[src/rtl/oka_seq_pkg.sv]
// Shared types and GF(2)[x] helpers for the sequential overlap-free Karatsuba multiplier.
package oka_seq_pkg;

    localparam int MAX_W = 64;

    typedef enum logic [2:0] {
        IDLE,
        LO,
        MID,
        HI,
        RED,
        DONE
    } state_e;

    // Plain schoolbook carry-less product of the low n bits of a and b.
    function automatic logic [2*MAX_W-2:0] clmul(input logic [MAX_W-1:0] a,
                                                 input logic [MAX_W-1:0] b,
                                                 input int n);
        logic [2*MAX_W-2:0] r;
        r = '0;
        for (int j = 0; j < n; j++) begin
            for (int i = 0; i < n; i++) begin
                if (a[i] && b[j]) r[i+j] = ~r[i+j];
            end
        end
        return r;
    endfunction

    // Karatsuba recombination: z1 holds (al^ah)(bl^bh), so the middle term is z0^z1^z2.
    function automatic logic [2*MAX_W-2:0] oka_recombine(input logic [MAX_W-2:0] z0,
                                                         input logic [MAX_W-2:0] z1,
                                                         input logic [MAX_W-2:0] z2,
                                                         input int h);
        logic [2*MAX_W-2:0] e_lo, e_mid, e_hi;
        e_lo  = (2*MAX_W-1)'(z0);
        e_mid = (2*MAX_W-1)'(z0 ^ z1 ^ z2);
        e_hi  = (2*MAX_W-1)'(z2);
        return (e_hi << (2 * h)) ^ (e_mid << h) ^ e_lo;
    endfunction

endpackage

[src/rtl/oka_clmul_core.sv]
// Combinational H x H carry-less schoolbook multiplier; shared across the LO/MID/HI steps.
module oka_clmul_core #(
    parameter int H = 16
) (
    input  logic [H-1:0]   a_i,
    input  logic [H-1:0]   b_i,
    output logic [2*H-2:0] p_o
);

    always_comb begin
        p_o = '0;
        for (int i = 0; i < H; i++) begin
            if (b_i[i]) p_o[i +: H] = p_o[i +: H] ^ a_i;
        end
    end

endmodule

[src/rtl/oka_seq_mul.sv]
// Iterative overlap-free Karatsuba multiplier over GF(2)[x] with valid/ready handshakes.
// Define OKA_SEQ_REDUCE_EN to add a RED step that reduces the product modulo POLY.
module oka_seq_mul
    import oka_seq_pkg::*;
#(
    parameter int              WIDTH = 32,
    parameter logic [WIDTH:0]  POLY  = (WIDTH+1)'(33'h1_0000_008D)
) (
    input  logic               clk,
    input  logic               rst,
    input  logic               in_valid,
    output logic               in_ready,
    input  logic [WIDTH-1:0]   a,
    input  logic [WIDTH-1:0]   b,
    output logic               out_valid,
    input  logic               out_ready,
    output logic [2*WIDTH-2:0] y
);

    localparam int H  = WIDTH / 2;
    localparam int PW = 2 * WIDTH - 1;

    if ((WIDTH % 2) != 0 || WIDTH < 4 || WIDTH > MAX_W || POLY[WIDTH] != 1'b1) begin : g_bad_param
        $error("oka_seq_mul: WIDTH must be even and 4..%0d, POLY must have degree WIDTH", MAX_W);
    end

    state_e           state_q, state_d;
    logic [WIDTH-1:0] a_q, a_d, b_q, b_d;
    logic [2*H-2:0]   z0_q, z0_d, z1_q, z1_d;
    logic [PW-1:0]    y_q, y_d;
    logic [H-1:0]     core_a, core_b;
    logic [2*H-2:0]   core_p;

    // The single core sees the low halves, their XOR, or the high halves depending on the step.
    always_comb begin
        core_a = a_q[H-1:0];
        core_b = b_q[H-1:0];
        unique case (state_q)
            MID: begin
                core_a = a_q[H-1:0] ^ a_q[WIDTH-1:H];
                core_b = b_q[H-1:0] ^ b_q[WIDTH-1:H];
            end
            HI: begin
                core_a = a_q[WIDTH-1:H];
                core_b = b_q[WIDTH-1:H];
            end
            default: ;
        endcase
    end

    oka_clmul_core #(.H(H)) u_core (
        .a_i (core_a),
        .b_i (core_b),
        .p_o (core_p)
    );

`ifdef OKA_SEQ_REDUCE_EN
    // Folding from the top down clears every bit >= WIDTH, so the upper part ends up zero.
    logic [PW-1:0] fold;
    always_comb begin
        fold = y_q;
        for (int i = PW - 1; i >= WIDTH; i--) begin
            if (fold[i]) fold[i-WIDTH +: WIDTH+1] = fold[i-WIDTH +: WIDTH+1] ^ POLY;
        end
    end
`endif

    always_comb begin
        // NOTE: every next-state signal starts from its held value, so no branch can infer a latch.
        state_d = state_q;
        a_d     = a_q;
        b_d     = b_q;
        z0_d    = z0_q;
        z1_d    = z1_q;
        y_d     = y_q;
        unique case (state_q)
            IDLE: begin
                if (in_valid) begin
                    a_d     = a;
                    b_d     = b;
                    state_d = LO;
                end
            end
            LO: begin
                z0_d    = core_p;
                state_d = MID;
            end
            MID: begin
                z1_d    = core_p;
                state_d = HI;
            end
            HI: begin
                y_d = PW'(oka_recombine((MAX_W-1)'(z0_q), (MAX_W-1)'(z1_q),
                                        (MAX_W-1)'(core_p), H));
`ifdef OKA_SEQ_REDUCE_EN
                state_d = RED;
`else
                state_d = DONE;
`endif
            end
`ifdef OKA_SEQ_REDUCE_EN
            RED: begin
                y_d     = fold;
                state_d = DONE;
            end
`endif
            DONE: begin
                if (out_ready) state_d = IDLE;
            end
            default: state_d = IDLE;
        endcase
    end

    // NOTE: flops use non-blocking assignments so each one samples the pre-edge value of the others.
    always_ff @(posedge clk) begin
        if (rst) begin
            state_q <= IDLE;
            a_q     <= '0;
            b_q     <= '0;
            z0_q    <= '0;
            z1_q    <= '0;
            y_q     <= '0;
        end else begin
            state_q <= state_d;
            a_q     <= a_d;
            b_q     <= b_d;
            z0_q    <= z0_d;
            z1_q    <= z1_d;
            y_q     <= y_d;
        end
    end

    assign in_ready  = (state_q == IDLE);
    assign out_valid = (state_q == DONE);
    assign y         = y_q;

endmodule

[config.mk]
export PLATFORM = sky130hd
export DESIGN_NAME = oka_seq_mul
export DESIGN_NICKNAME = d
export VERILOG_FILES = /design/src/rtl/oka_seq_pkg.sv /design/src/rtl/oka_clmul_core.sv /design/src/rtl/oka_seq_mul.sv
export SDC_FILE = /design/constraint.sdc
export NUM_CORES = 1
export LEC_CHECK = 0
export CELL_PAD_IN_SITES_DETAIL_PLACEMENT = 0
export CELL_PAD_IN_SITES_GLOBAL_PLACEMENT = 1
export CORE_MARGIN = 5
export CORE_UTILIZATION = 35
export CTS_CLUSTER_SIZE = 25
export DETAILED_ROUTE_END_ITERATION = 6
export PLACE_DENSITY_LB_ADDON = 0.1
export RECOVER_POWER = 50
export SLEW_MARGIN = 20
export SYNTH_ARGS = -nofsm -noshare
export SYNTH_HDL_FRONTEND = slang
export SYNTH_HIERARCHICAL = 1
export SYNTH_SLANG_ARGS = --single-unit
[constraint.sdc]
create_clock -name clk -period 6.9 [get_ports clk]
set_input_delay 1.38 -clock clk [delete_from_list [all_inputs] [get_ports clk]]
set_output_delay 1.38 -clock clk [all_outputs]
set_load 0.02 [all_outputs]
==> impl_metrics.py, run 1 <==
metrics = {
    "route": {
        "wl_mm": 35.7,
        "ant_nets": 0,
        "dr.pass1.iters": 5,
        "vias": 9437,
        "first_iter_violations": 532,
        "drc": 0,
        "routed_via_density": 4.61,
        "post_drt_wl_per_cell_um": 17.4,
    },
    "die": {
        "die-area_mm2": 0.0384,
        "row_count": 68,
        "core_mm2": 0.0344,
        "initial_utilization_pct": 35.2,
        "die_h_um": 196,
        "fp.dieW_um": 196,
        "io_pins": 133,
    },
    "global_routing": {
        "track_usage_pct": 18.4,
        "grt_overflow_total": 0,
        "antenna_found_initial": 0,
        "grt_first_pass_wirelength_mm": 55.1,
        "first_global_vias": 9179,
        "grt_max_degree": 128,
    },
    "placed_design": {
        "post-place-ws_ps": 2130,
        "dp_hpwl_mm": 23.6,
        "io_buffers": 132,
        "gp_congestion": 0.786,
        "dpl_cell_area_mm2": 0.0133,
    },
    "clocking": {
        "path_clk_slew_ps": 70,
        "htree_levels": 4,
        "post-cts-setup-buffers": 0,
        "cts_resized": 0,
        "cts.sinks": 192,
        "insertion_delay_ps": 460,
        "cts_tree": "yes",
        "ctsHoldBuffers": 0,
        "clock_path_buffers": 2,
        "cts-root-buf": "clkbuf_16",
        "numCtsBuffers": 17,
    },
    "sta": {
        "max_freq_mhz": 217,
        "setup_tns_ps": 0,
        "setup_slack_ps": 2290,
        "period_minus_slack_ps": 4610,
        "setup_viol": 0,
        "hold_violations": 0,
        "slew_viol_final": 150,
        "rsz0062_at_grt": "false",
        "worst_pin_slew_ps": 3840,
        "fin_worst_skew_ps": 12.9,
        "post-route-period-util_pct": 66.8,
        "slew_headroom_pct": -156,
        "hold_ws_ps": 452,
    },
    "flow_run": {
        "cap_viol_max_count": 2,
    },
    "status": {
        "violations": "capacitance limit, slew limit",
        "outcome": "finished with violations",
    },
    "pwr": {
        "p_leak_nw": 4.47,
        "seqPwrFrac_pct": 37.1,
        "p_int_mw": 2.13,
        "p_sw_mw": 1.15,
        "combinationalPowerShare_pct": 27.9,
        "power_density_mw_per_mm2": 236,
        "clkPwrFrac_pct": 34.9,
        "ir_drop_uv": 163,
        "sw_frac_of_total_pct": 35.0,
    },
    "yosys": {
        "synth_edf_count": 0,
        "synthCells": 1541,
        "synth_top_area_cell": "dfxtp_1",
        "yosysUniqueCellTypes": 32,
        "avgSynthCellArea_um2": 7.85,
        "synth_nets": 1609,
        "netlist_area_mm2": 0.0121,
        "ys_warn_count": 6,
        "ys_seq_area_share_pct": 31.8,
        "synthArstFlopShare_pct": 0,
        "synth_top_area_share_pct": 31.8,
        "synthFlopType": "dfxtp_1",
        "synth_area_leaders": "dfxtp_1 32%, nand2_1 18%, xnor2_1 16%, a21oi_1 6.6%, xor2_1 6.2%",
        "ys_ff_latch": 192,
    },
    "critical_path": {
        "path_max_fanout": 66,
        "cp-end-kind": "register",
        "r2r_cells": 12,
        "reg2reg_setup_slack_ps": 2290,
        "rr_endpoint": "y[37]",
        "cp-start-kind": "register",
        "crit_required_ps": 7070,
        "path_class": "reg -> reg",
        "timing.rr.start": "state_q[2]",
        "worstPathArrival_ps": 4770,
    },
    "finish": {
        "area_delta_synth_final_pct": 15.0,
        "antennaDiodeCount": 0,
        "drive_above_1_share_pct": 11.7,
        "regArea_mm2": 0.00384,
        "n_fill_cell": 3559,
        "fin_nets": 1648,
        "multi_input_area_mm2": 0.00734,
        "design_area_mm2": 0.0139,
    },
    "hold_path": {
        "hold_class": "reg -> reg",
        "worstHoldPathCells": 2,
        "min_to": "y[52]",
        "min_from": "y[52]",
    },
}
-- critical path, cell delays in order, from the launching register on --
cell and delay (ps):
dfxtp_1 680, nand3b_1 180, buf_4 600, nand2_1 200, xor2_2 940, nand2_2 150
xnor2_2 180, xnor2_1 130, xnor2_1 150, xnor2_1 570, xnor2_1 170, xnor2_1 210
a211oi_2 100
-- power by group through the flow --
| stage | logic (mW) | clock network [mW] | registers, mW |
|---|---|---|---|
| 2_1_floorplan | 0.736 | 0 | 1.24 |
| 6_report | 0.918 | 1.15 | 1.22 |
| 5_1_grt | 1.00 | 1.21 | 1.23 |
| 3_5_place_dp | 0.931 | 0 | 1.25 |
| 4_1_cts | 0.934 | 1.18 | 1.22 |
| 3_3_place_gp | 0.928 | 0 | 1.25 |
-- layer usage --
metal	global-route usage, %	part of all wire (%)	vias to the layer above
met4	4.76	1.5	0
met2	30.3	47	194
met5	0	0	-
met3	2.59	3.5	39
li1	-	-	4827
met1	25.4	48	4377
-- area by class of cell --
| type | instances | area share (%) |
|---|---|---|
| clock buffers | 17 | 3.06 |
| clock inverters | 15 | 1.72 |
| multi-input cells | 1212 | 52.7 |
| flip-flops and latches | 192 | 27.6 |
| well taps | 455 | 4.09 |
| repair buffers | 157 | 10.8 |
-- registers in the layout, indices dropped and copies added (netlist names) --
name and flops:
state_q 3, z0_q 31, y 63, a_q 32, b_q 32, z1_q 31
-- stage by stage --
stage               util [%]  power [mW]  std cells
finish                  40.5        3.28       2048
global route            40.5        3.44       2048
CTS                     40.5        3.33       2048
detailed placement      38.6        2.18       2016
global placement        38.5        2.18       2016
floorplan                  -        1.98       1541
-- cell families after synthesis --
group | after synthesis | share of synthesized area, %
flops | 192 | 31.8
simple gates | 686 | 23.6
xor+xnor | 334 | 25.8
compound gates | 192 | 9.36
buf+inv | 137 | 9.47
-- placed cells by master, fill, tap and decap left out, types with 2 or more instances in the layout --
cell type,n
nor3b_2,2
a21oi_1,160
xor2_1,57
or3b_2,2
nand3b_1,2
and2_1,3
clkdlybuf4s50_1,79
bufinv_16,4
nand2_4,13
nor2_1,33
clkbuf_1,2
buf_4,23
a211oi_2,18
nand2_1,583
xnor2_1,223
inv_8,3
nand2_2,39
xnor2_2,23
a211oi_1,12
inv_6,5
nor3_1,2
clkbuf_16,17
xor2_2,30
dfxtp_1,192
dlygate4sd3_1,52
-- synth_stat cells, types with 4 or more instances --
cell type	count
buf_8	4
nand2_1	583
a21oi_1	160
a211oi_1	12
xor2_1	85
buf_6	51
buf_2	31
nand2_4	13
buf_12	6
nor2_1	33
buf_4	17
nand2_2	39
dfxtp_1	192
a211oi_2	18
xnor2_2	23
xnor2_1	223
clkbuf_1	25
-- worst max path at each step --
stage                     startpoint  cells past startpoint     to  slack (ps)
final                     state_q[2]                     12  y[37]        2290
after global routing      state_q[0]                      4  y[13]        1660
after CTS                 state_q[1]                     12  y[34]        2090
after detailed placement  state_q[1]                     12  y[34]        2130
after global placement    state_q[1]                     11  y[38]        2150
after floorplan           state_q[2]                     16  y[31]        4110
Power figures use the tool's default switching activity.
==> run 2, diff against run 1 <==
==> constraint.sdc (replaced) <==
create_clock -name clk -period 4.75 [get_ports clk]
set_input_delay 0.95 -clock clk [delete_from_list [all_inputs] [get_ports clk]]
set_output_delay 0.95 -clock clk [all_outputs]
set_load 0.02 [all_outputs]
==> run 2 against run 1 <==
Against the previous run:
- the flow still finishes with violations (capacitance limit, slew limit)
- count of clock-buffer cells in the layout is 3 higher
- critical path depth grew 1
- critical path type unchanged
- first-iteration DRC count decreased by 11%
- sequential share of layout area increased by 0.35 points
- fmax up 20%
- worst setup slack worse by 1400 ps
- via count is essentially flat
- total power increased by 37%
- register-to-register slack got worse by 1400 ps
==> impl_metrics.py, run 2 (synthesized netlist as in run 1, its figures left out) <==
metrics = {
    "route": {
        "post_drt_wl_per_cell_um": 16.9,
        "wl_mm": 34.9,
        "routed_via_density": 4.57,
        "vias": 9445,
        "first_iter_violations": 475,
        "ant_nets": 0,
        "dr.pass1.iters": 4,
        "drc": 0,
    },
    "clocking": {
        "path_clk_slew_ps": 80,
        "cts_tree": "yes",
        "clock_path_buffers": 2,
        "cts_resized": 0,
        "numCtsBuffers": 17,
        "htree_levels": 4,
        "ctsHoldBuffers": 0,
        "insertion_delay_ps": 450,
        "post-cts-setup-buffers": 0,
        "cts.sinks": 192,
        "cts-root-buf": "clkbuf_16",
    },
    "global_routing": {
        "grt_first_pass_wirelength_mm": 55.9,
        "first_global_vias": 9561,
        "grt_overflow_total": 0,
        "grt_max_degree": 127,
        "antenna_found_initial": 0,
        "track_usage_pct": 18.3,
    },
    "sta": {
        "hold_violations": 0,
        "setup_tns_ps": 0,
        "period_minus_slack_ps": 3830,
        "slew_headroom_pct": -84.8,
        "post-route-period-util_pct": 80.6,
        "rsz0062_at_grt": "false",
        "max_freq_mhz": 261,
        "hold_ws_ps": 452,
        "worst_pin_slew_ps": 2770,
        "setup_viol": 0,
        "fin_worst_skew_ps": 15.5,
        "slew_viol_final": 126,
    },
    "die": {
        "fp.dieW_um": 196,
        "core_mm2": 0.0344,
        "row_count": 68,
        "die-area_mm2": 0.0384,
        "io_pins": 133,
        "die_h_um": 196,
        "initial_utilization_pct": 35.2,
    },
    "finish": {
        "antennaDiodeCount": 0,
        "drive_above_1_share_pct": 11.2,
        "fin_cells": 2067,
        "n_fill_cell": 3676,
        "largest_reg_flops": 63,
        "layout_commonest_cell": "nand2_1",
        "layout_common_cells": "583 x nand2_1, 223 x xnor2_1, 192 x dfxtp_1",
        "area_delta_synth_final_pct": 13.6,
        "fin_nets": 1668,
    },
    "critical_path": {
        "worstPathArrival_ps": 4030,
        "path_class": "reg -> reg",
        "path_max_fanout": 24,
        "crit_required_ps": 4950,
        "cp-end-kind": "register",
        "reg2reg_setup_slack_ps": 920,
        "cp-start-kind": "register",
    },
    "hold_path": {
        "hold_class": "reg -> reg",
    },
    "pwr": {
        "p_sw_mw": 1.60,
        "p_leak_nw": 4.46,
        "p_int_mw": 2.90,
        "clkPwrFrac_pct": 30.7,
        "power_density_mw_per_mm2": 327,
        "ir_drop_uv": 258,
        "seqPwrFrac_pct": 39.4,
        "combinationalPowerShare_pct": 29.8,
        "sw_frac_of_total_pct": 35.5,
    },
    "placed_design": {
        "dp_hpwl_mm": 23.3,
        "io_buffers": 132,
        "gp_congestion": 0.775,
        "placedCellCount": 2036,
    },
    "status": {
        "outcome": "finished with violations",
        "violations": "capacitance limit, slew limit",
    },
    "flow_run": {
        "cap_viol_max_count": 1,
    },
}
run 2: layer usage:
layer | part of all wire [%] | track usage, % | vias up
li1 | - | - | 4877
met1 | 48 | 24.9 | 4368
met2 | 47 | 30.1 | 166
met3 | 3.0 | 2.80 | 34
met4 | 1.9 | 5.38 | 0
met5 | 0 | 0 | -
run 2: power by group through the flow:
stage          registers, mW  clock network [mW]  logic, mW
4_1_cts                 1.78                1.43       1.37
3_5_place_dp            1.81                   0       1.37
2_1_floorplan           1.80                   0       1.07
3_3_place_gp            1.81                   0       1.36
5_1_grt                 1.79                1.49       1.47
6_report                1.77                1.38       1.34
run 2: cell type report:
cell class / count / area (um2) / share of cell area (%)
Clock inverter: 11 / 95.1 / 0.692
Multi-Input combinational cell: 1212 / 7120 / 51.8
Clock buffer: 20 / 447 / 3.25
Timing Repair Buffer: 177 / 1670 / 12.1
Sequential cell: 192 / 3840 / 28.0
Tap cell: 455 / 569 / 4.14
run 2: stage by stage:
stage	area [um2]	utilization [%]	total power [mW]	worst slack [ps]
3_5_place_dp	13200	38.4	3.18	938
3_3_place_gp	13200	38.4	3.17	1030
4_1_cts	13800	40.0	4.58	898
5_1_grt	13700	40.0	4.75	563
2_1_floorplan	12100	-	2.87	1960
6_report	13700	40.0	4.50	922
run 2: critical path, cell delays in order, from the launching register on:
cell	delay [ps]
dfxtp_1	640
nand3b_1	420
buf_4	350
nand2_1	110
xor2_1	160
buf_4	300
nand2_1	100
xor2_1	280
xnor2_1	140
xnor2_1	150
xnor2_1	420
xnor2_1	170
xnor2_1	240
a211oi_2	100
run 2: path summary, 6_finish.rpt:
kind         cells after the start  endpoint        from
max reg2reg                     13     y[32]  state_q[2]
min                              2     y[49]       y[49]
min reg2reg                      2     y[49]       y[49]
max                             13     y[32]  state_q[2]
